[config.mk]
export PLATFORM = sky130hd
export DESIGN_NAME = line_clear_engine_flat
export DESIGN_NICKNAME = d
export VERILOG_FILES = /design/src/rtl/polytris_pkg.sv /design/src/rtl/line_clear_engine_if.sv /design/src/rtl/line_clear_engine_row_full_detect.sv /design/src/rtl/line_clear_engine.sv /design/src/flat_wrapper.sv
export SDC_FILE = /design/constraint.sdc
export NUM_CORES = 1
export LEC_CHECK = 0
export CAP_MARGIN = 20
export CORE_MARGIN = 4
export CORE_UTILIZATION = 45
export CTS_CLUSTER_SIZE = 14
export DETAILED_ROUTE_END_ITERATION = 10
export DONT_BUFFER_PORTS = 1
export PLACE_DENSITY = 0.69
export SYNTH_ARGS = -nofsm -noshare
export SYNTH_HDL_FRONTEND = slang
export SYNTH_SLANG_ARGS = --single-unit
export TNS_END_PERCENT = 10
[constraint.sdc]
create_clock -name clk -period 2.2 [get_ports clk]
set_input_delay 0.44 -clock clk [delete_from_list [all_inputs] [get_ports clk]]
set_output_delay 0.44 -clock clk [all_outputs]
set_load 0.05 [all_outputs]
[src/rtl/polytris_pkg.sv]
// Shared board geometry, cell encoding and line-clear FSM state types.
// Also holds the saturating adder used for the running line total.
package polytris_pkg;

    localparam int ROWS   = 30;
    localparam int COLS   = 16;
    localparam int CELL_W = 2;
    localparam int ROW_W  = COLS * CELL_W;
    localparam int ADDR_W = 5;
    localparam int TOT_W  = 16;
    localparam int CNT_W  = 5;

    localparam logic [ADDR_W-1:0] LAST_ROW = ADDR_W'(ROWS - 1);

    typedef enum logic [CELL_W-1:0] {
        EMPTY   = 2'b00,
        CYAN    = 2'b01,
        MAGENTA = 2'b10,
        YELLOW  = 2'b11
    } cell_t;

    typedef enum logic [2:0] {
        IDLE, RD, EVAL, WR, FILL, DONE
    } lce_state_t;

    function automatic logic [TOT_W-1:0] sat_add(input logic [TOT_W-1:0] a,
                                                 input logic [CNT_W-1:0] b);
        logic [TOT_W:0] s;
        s = {1'b0, a} + (TOT_W+1)'(b);
        return s[TOT_W] ? '1 : s[TOT_W-1:0];
    endfunction

endpackage

[src/rtl/line_clear_engine_if.sv]
// Handshake, status and board-RAM bus between the line-clear engine and its host.
// master = engine side, slave = gameboard / RAM side.
interface line_clear_engine_if;
    import polytris_pkg::*;

    logic              start;
    logic              clr_total;
    logic              busy;
    logic              done;
    logic [CNT_W-1:0]  lines_cleared;
    logic [TOT_W-1:0]  total_lines;
    logic [ADDR_W-1:0] ram_addr;
    logic              ram_re;
    logic              ram_we;
    logic [ROW_W-1:0]  ram_wdata;
    logic [ROW_W-1:0]  ram_rdata;

    modport master (
        input  start, clr_total, ram_rdata,
        output busy, done, lines_cleared, total_lines,
               ram_addr, ram_re, ram_we, ram_wdata
    );

    modport slave (
        output start, clr_total, ram_rdata,
        input  busy, done, lines_cleared, total_lines,
               ram_addr, ram_re, ram_we, ram_wdata
    );

endinterface

[src/rtl/line_clear_engine_row_full_detect.sv]
// Combinational complete-row test: a row is full when every cell is non-EMPTY.
// Shared with the gameboard stage's own line check.
module row_full_detect
    import polytris_pkg::*;
(
    input  logic [ROW_W-1:0] row_i,
    output logic             full_o
);

    logic [COLS-1:0] occ;

    for (genvar k = 0; k < COLS; k++) begin : g_cell
        assign occ[k] = cell_t'(row_i[k*CELL_W +: CELL_W]) != EMPTY;
    end

    assign full_o = &occ;

endmodule

[src/rtl/line_clear_engine.sv]
// Scans the board bottom-up, drops full rows by compacting survivors toward row
// ROWS-1, zero-fills the vacated top rows and keeps per-scan / running line counts.
module line_clear_engine
    import polytris_pkg::*;
(
    input  logic                 clk,
    input  logic                 reset_n,
    line_clear_engine_if.master  bus
);

    lce_state_t        state_q, state_d;
    logic [ADDR_W-1:0] rd_ptr_q, rd_ptr_d;
    logic [ADDR_W-1:0] wr_ptr_q, wr_ptr_d;
    logic [CNT_W-1:0]  cnt_q, cnt_d;
    logic [ROW_W-1:0]  row_buf_q, row_buf_d;
    logic [CNT_W-1:0]  lines_q, lines_d;
    logic [TOT_W-1:0]  total_q, total_d;
    logic              row_full;

    row_full_detect u_full (
        .row_i  (bus.ram_rdata),
        .full_o (row_full)
    );

    always_ff @(posedge clk or negedge reset_n) begin
        if (!reset_n) state_q <= IDLE;
        else          state_q <= state_d;
    end

    always_ff @(posedge clk or negedge reset_n) begin
        if (!reset_n) begin
            rd_ptr_q  <= '0;
            wr_ptr_q  <= '0;
            cnt_q     <= '0;
            row_buf_q <= '0;
            lines_q   <= '0;
            total_q   <= '0;
        end else begin
            rd_ptr_q  <= rd_ptr_d;
            wr_ptr_q  <= wr_ptr_d;
            cnt_q     <= cnt_d;
            row_buf_q <= row_buf_d;
            lines_q   <= lines_d;
            total_q   <= total_d;
        end
    end

    // Next state and pointer updates; rd_ptr only steps when another row remains.
    always_comb begin
        state_d   = state_q;
        rd_ptr_d  = rd_ptr_q;
        wr_ptr_d  = wr_ptr_q;
        cnt_d     = cnt_q;
        row_buf_d = row_buf_q;
        case (state_q)
            IDLE: begin
                if (bus.start) begin
                    rd_ptr_d = LAST_ROW;
                    wr_ptr_d = LAST_ROW;
                    cnt_d    = '0;
                    state_d  = RD;
                end
            end
            RD: state_d = EVAL;
            EVAL: begin
                row_buf_d = bus.ram_rdata;
                if (!row_full && wr_ptr_q != rd_ptr_q) begin
                    state_d = WR;
                end else begin
                    if (row_full)              cnt_d    = cnt_q + CNT_W'(1);
                    else if (wr_ptr_q != '0)   wr_ptr_d = wr_ptr_q - ADDR_W'(1);
                    if (rd_ptr_q == '0) begin
                        state_d = (cnt_d != '0) ? FILL : DONE;
                    end else begin
                        rd_ptr_d = rd_ptr_q - ADDR_W'(1);
                        state_d  = RD;
                    end
                end
            end
            WR: begin
                if (wr_ptr_q != '0) wr_ptr_d = wr_ptr_q - ADDR_W'(1);
                if (rd_ptr_q == '0) begin
                    state_d = (cnt_q != '0) ? FILL : DONE;
                end else begin
                    rd_ptr_d = rd_ptr_q - ADDR_W'(1);
                    state_d  = RD;
                end
            end
            FILL: begin
                if (wr_ptr_q == '0) state_d  = DONE;
                else                wr_ptr_d = wr_ptr_q - ADDR_W'(1);
            end
            DONE:    state_d = IDLE;
            default: state_d = IDLE;
        endcase
    end

    // A clear request in the same cycle as DONE takes priority over the add.
    always_comb begin
        lines_d = lines_q;
        total_d = total_q;
        if (state_q == DONE) begin
            lines_d = cnt_q;
            total_d = sat_add(total_q, cnt_q);
        end
        if (bus.clr_total) total_d = '0;
    end

    always_comb begin
        bus.busy          = state_q != IDLE;
        bus.done          = state_q == DONE;
        bus.ram_re        = state_q == RD;
        bus.ram_we        = (state_q == WR) || (state_q == FILL);
        bus.ram_addr      = (state_q == RD) ? rd_ptr_q : wr_ptr_q;
        bus.ram_wdata     = (state_q == WR) ? row_buf_q : '0;
        bus.lines_cleared = lines_q;
        bus.total_lines   = total_q;
    end

endmodule

[src/flat_wrapper.sv]
// flat-port wrapper written by rule: the top's interface ports become plain ports
module line_clear_engine_flat import polytris_pkg::*;
  (clk, reset_n, bus_start, bus_clr_total, bus_ram_rdata, bus_busy, bus_done, bus_lines_cleared, bus_total_lines, bus_ram_addr, bus_ram_re, bus_ram_we, bus_ram_wdata);
  line_clear_engine_if bus_i ();
  input  logic clk;
  input  logic reset_n;
  input wire logic [$bits(bus_i.start)-1:0] bus_start;
  input wire logic [$bits(bus_i.clr_total)-1:0] bus_clr_total;
  input wire logic [$bits(bus_i.ram_rdata)-1:0] bus_ram_rdata;
  output wire logic [$bits(bus_i.busy)-1:0] bus_busy;
  output wire logic [$bits(bus_i.done)-1:0] bus_done;
  output wire logic [$bits(bus_i.lines_cleared)-1:0] bus_lines_cleared;
  output wire logic [$bits(bus_i.total_lines)-1:0] bus_total_lines;
  output wire logic [$bits(bus_i.ram_addr)-1:0] bus_ram_addr;
  output wire logic [$bits(bus_i.ram_re)-1:0] bus_ram_re;
  output wire logic [$bits(bus_i.ram_we)-1:0] bus_ram_we;
  output wire logic [$bits(bus_i.ram_wdata)-1:0] bus_ram_wdata;
  assign bus_i.start = bus_start;
  assign bus_i.clr_total = bus_clr_total;
  assign bus_i.ram_rdata = bus_ram_rdata;
  assign bus_busy = bus_i.busy;
  assign bus_done = bus_i.done;
  assign bus_lines_cleared = bus_i.lines_cleared;
  assign bus_total_lines = bus_i.total_lines;
  assign bus_ram_addr = bus_i.ram_addr;
  assign bus_ram_re = bus_i.ram_re;
  assign bus_ram_we = bus_i.ram_we;
  assign bus_ram_wdata = bus_i.ram_wdata;
  line_clear_engine u_core (.clk(clk), .reset_n(reset_n), .bus(bus_i));
endmodule
# ---- Word level (Yosys, flattened, before mapping)
# Cells that the tools add are included.
dict set report word_totals {
  reg_bits 71
  inputBits 36
  word_cells 85
}
dict set report op_classes {
  n_addsub 4
  eq_ne 11
  mux 28
  reduce_logical 35
}
# op n
set ops {}
lappend ops {{$mux 5} 13}
lappend ops {{$mux 16} 3}
lappend ops {{$reduce_bool 2->1} 18}
lappend ops {{$mux 32} 1}
lappend ops {{$pmux 5 s4} 1}
lappend ops {{$add 16x5->17} 1}
lappend ops {{$reduce_and 16->1} 1}
lappend ops {{$mux 3} 5}
lappend ops {{$pmux 3 s5} 1}
lappend ops {{$pmux 5 s3} 1}
lappend ops {{$reduce_bool 5->1} 3}
lappend ops {{$logic_not 5->1} 2}
lappend ops {{$pmux 5 s2} 1}
lappend ops {{$sub 5x1->5 const B} 2}
lappend ops {{$ne 2x2->1 const B} 4}
lappend ops {{$eq 3x2->1 const B} 2}
lappend ops {{$eq 3x3->1 const B} 2}
lappend ops {{$reduce_and 3->1} 2}
lappend ops {{$reduce_bool 3->1} 2}
lappend ops {{$add 5x1->5 const B} 1}
lappend ops {{$ne 5x5->1} 1}
lappend ops {{$reduce_and 5->1} 1}
lappend ops {{$reduce_bool 4->1} 1}
lappend ops {{$eq 3x1->1 const B} 1}
lappend ops {{7 further kinds} 8}

# ---- Logic depth before layout (Yosys ltp)
dict set report depth {
  ltp_word 11
  mapped_depth 9
  ltp_nobuf 9
}

# ---- Hierarchy
# From an unflattened synthesis, not the netlist that was laid out.
dict set report unflattened {
  hier_cells 476
  hier_area_um2 4061.4
}
# module instances cells_per_inst area_each_um2
set by_module_without_submodules {}
lappend by_module_without_submodules {line_clear_engine 1 463 3987.6}
lappend by_module_without_submodules {row_full_detect 1 13 73.8}

# ---- Worst setup path before layout
# OpenSTA, ideal clock, no wires.
dict set report synth_path {
  path_type {flip-flop to output port}
  startpoint {register u_core.state_q[1]}
  endpoint {output port bus_ram_addr[0]}
  arrival_ns 2.353
  slack_ns -0.593
  path_stages_with_launch 6
  n_path_buf 2
  path_cell_list {dfrtp_1 buf_6 and2b_1 nor2b_1 clkbuf_1 o21ai_0}
}
dict set report synth_via {
  elab_chain_cells 2
}
# item line
set synth_lines {}
lappend synth_lines {{start: declaration} line_clear_engine.sv:11} ;# lce_state_t state_q, state_d;
lappend synth_lines {{start signal: assignment} line_clear_engine.sv:27} ;# else state_q <= state_d;
lappend synth_lines {{$eq 3x1->1} -}
lappend synth_lines {{named net bus_ram_re} flat_wrapper.sv:15} ;# output wire logic [$bits(bus_i.ram_re)-1:0] bus_ram_re;
lappend synth_lines {{$mux 5} line_clear_engine.sv:114} ;# bus.ram_addr = (state_q == RD) ? rd_ptr_q : wr_ptr_q;
lappend synth_lines {{end: declaration} flat_wrapper.sv:14} ;# output wire logic [$bits(bus_i.ram_addr)-1:0] bus_ram_addr;
# The timed path passes the listed nets, and every way through them passes these cells.

# ---- Worst setup path after layout
dict set report layout_path {
  startpoint {register u_core.state_q[0]}
  endpoint {output port bus_ram_addr[3]}
}
dict set report layout_via {
  elab_chain_cells 2
}
# item line
set layout_lines {}
lappend layout_lines {{$eq 3x1->1} line_clear_engine.sv:114}
lappend layout_lines {{$mux 5} line_clear_engine.sv:114}
# Every way passes these cells.

==> results_dict.tcl <==
set metrics [dict create \
    crit_path_start_kind "flop" \
    clkTransAtPathRegs_ps 70 \
    rr_startpoint "u_core.cnt_q[0]" \
    slowest_delay_ps 400 \
    layout_setup_ws_ps -33.5 \
    grt_pass1_vias 3731 \
    dp_cells 619 \
    via_per_inst 5.76 \
    ant_nets 0 \
    netlist_area_um2 4030 \
    synth_edf_count 0 \
    maxSlewHeadroom_pct 63.3 \
    clock_tree.root_cell "clkbuf_8" \
    die_width_um 103 \
    cts_tree "built" \
    die_y_um 103 \
    crit_type "flop to primary output" \
    syn_to_final_growth_pct 33.3 \
    syn_avg_cell_area_um2 8.62 \
    fp-row-count 34 \
    via_count 3677 \
    gr-total-overflow 0 \
    cts_buffers 9 \
    required_ps 1760 \
    wl_per_cell_um 17.2 \
    finalCriticalPeriod_ps 2230 \
    first_pass_iters 4 \
    grt_antenna_before_repair 0 \
    slew_violations 0 \
    drc 0 \
    min_from "bus_clr_total" \
    layout_common_cells "nand2_1, dfrtp_1, buf_4" \
    final_cells 638 \
    cts_max_level 3 \
    ys_warn_count 0 \
    synthFlopType "dfrtp_1" \
    clock-sinks 71 \
    rsz0062_at_grt "true" \
    highest_layer "met4" \
    synth_nets 514 \
    timing.final.crit_share_pct 102 \
    violations "setup timing" \
    post-dp-hpwl_um 7930 \
    cap_viol_max_count 0 \
    wl_um 11000 \
    drt_iter0_drc 181 \
    tightest_slew_ps 551 \
    io_pins 98 \
    crit_start "u_core.state_q[0]" \
    power.density_nw_per_um2 1310 \
    critPathSlowestCell "mux2_4" \
    arrival_ps 1790 \
    dp_slack_ps -37.3 \
    gp_congestion 0.849 \
    path_cells "buf_6 -> and2b_1 -> nor2b_1 -> buf_4 -> mux2_4" \
    hold_ws_ps 154 \
    setup_violations 4 \
    wl_met1_um 4440 \
    grt_max_degree 72 \
    nNetsFinal 574 \
    leakage_nw 2.51 \
    clock_latency_ps 330 \
    min_path_type "input pin to flop" \
    syn_inst 467 \
    wl_met3_um 1050 \
    synth-async-reset-ratio_pct 100 \
    fill_cells 728 \
    yosysSeqAreaShare_pct 44.1 \
    core_um2 8720 \
    endpoint_kind "primary output" \
    irDropWorstVdd_v 0.000736 \
    track_usage_pct 21.6 \
    layout.cells.most_common "nand2_1" \
    cts_buffer_depth 2 \
    finClkSkew_ps 7.45 \
    start_util_pct 46.2 \
    cp_max_fo 11 \
    drive_above_1_share_pct 24.0 \
    max_clock_freq_ghz 0.448 \
    port_buffers 0 \
    dieArea_um2 10500 \
    grt_pass1_wl_um 18000 \
    timing_hold_violations_final 0 \
    antenna_cells 0 \
    ys_ff_latch 71 \
    wl_met2_um 5400 \
    ys_types 62 \
    outcome "finished with violations" \
]
## metrics by stage
stage | utilization, % | area, µm² | total power, W | TNS [ps]
after CTS | 60.8 | 5300 | 0.00703 | -28.6
after floorplan | - | 4050 | 0.00435 | -207
final | 61.6 | 5370 | 0.00705 | -111
after global placement | 58.0 | 5060 | 0.00587 | 0
after global routing | 61.6 | 5370 | 0.00747 | -483
after detailed placement | 58.0 | 5060 | 0.00596 | -37.3
## cells by family (layout without fill, tap and decap cells)
family | Yosys count | in the layout | synth area share, %
buf+inv | 45 | 108 | 4.88
xor+xnor | 7 | 7 | 1.52
compound gates | 88 | 88 | 15.3
fa+ha+maj | 11 | 11 | 3.60
simple gates | 236 | 236 | 28.2
mux | 9 | 9 | 2.42
flops | 71 | 71 | 44.1
## critical path, delay by kind of cell, from the launching register on
kind | cells | cell delay, ps
muxes | 1 | 400
DFF | 1 | 370
buffers and inverters | 2 | 350
and+or+nand+nor | 2 | 350
## timing repair
| action | in CTS | in global routing |
|---|---|---|
| gates resized for setup | 7 | 14 |
| setup endpoints to repair | 40 | 57 |
| hold buffers | 2 | 0 |
| hold endpoints to repair | 71 | 0 |
| pin swaps | 0 | 5 |
| setup buffers | 2 | 1 |
## layout make-up
type	instances	area (µm²)	area share (%)
multi-input cells	351	2140	39.8
clock inverters	1	5.00	0.0932
flip-flops and latches	71	1780	33.1
clock buffers	13	169	3.15
repair buffers	79	1090	20.2
inverters	15	58.8	1.10
well taps	108	135	2.52
## cells in the mapped netlist, drive strengths merged (5+ instances only)
cell | n | area share (%)
ha | 10 | 3.1
dfrtp | 71 | 44
inv | 15 | 1.4
nor2 | 23 | 2.1
o21ai | 15 | 2.0
nor4b | 5 | 1.1
o22ai | 8 | 1.2
mux2 | 6 | 1.7
nor3 | 14 | 1.9
nand3 | 6 | 0.75
nor2b | 5 | 0.78
nand2 | 124 | 12
buf | 9 | 1.5
clkbuf | 21 | 2.0
a31oi | 10 | 1.6
a211oi | 9 | 1.7
and3 | 34 | 5.3
a21oi | 15 | 2.1
a311oi | 5 | 1.1
## per-layer routing
layer	track usage [%]	vias up
li1	-	1758
met1	27.2	1765
met2	34.9	144
met3	7.85	10
met4	6.26	0
met5	0	-
## path summary, 6_finish.rpt
check	end	slack, ps	depth (start not counted)
max	bus_ram_addr[3]	-30	5
min	u_core.bus.total_lines[1]	150	1
max reg2reg	u_core.bus.total_lines[8]	90	9
min reg2reg	u_core.row_buf_q[13]	470	2
max in group asynchronous	u_core.row_buf_q[15]	1250	2
min in group asynchronous	u_core.wr_ptr_q[1]	660	2
## power by group
| part | internal, W | switching (W) |
|---|---|---|
| sequential | 0.00167 | 0.000247 |
| clock | 0.000489 | 0.000462 |
| combinational | 0.00174 | 0.00244 |
## registers in the layout, indices dropped and copies added (netlist names)
| name | flops |
|---|---|
| u_core.wr_ptr_q | 5 |
| u_core.row_buf_q | 32 |
| u_core.bus.total_lines | 16 |
| u_core.rd_ptr_q | 5 |
| u_core.cnt_q | 5 |
| u_core.state_q | 3 |
| u_core.bus.lines_cleared | 5 |
No activity file was read; power rests on OpenSTA's default activity.
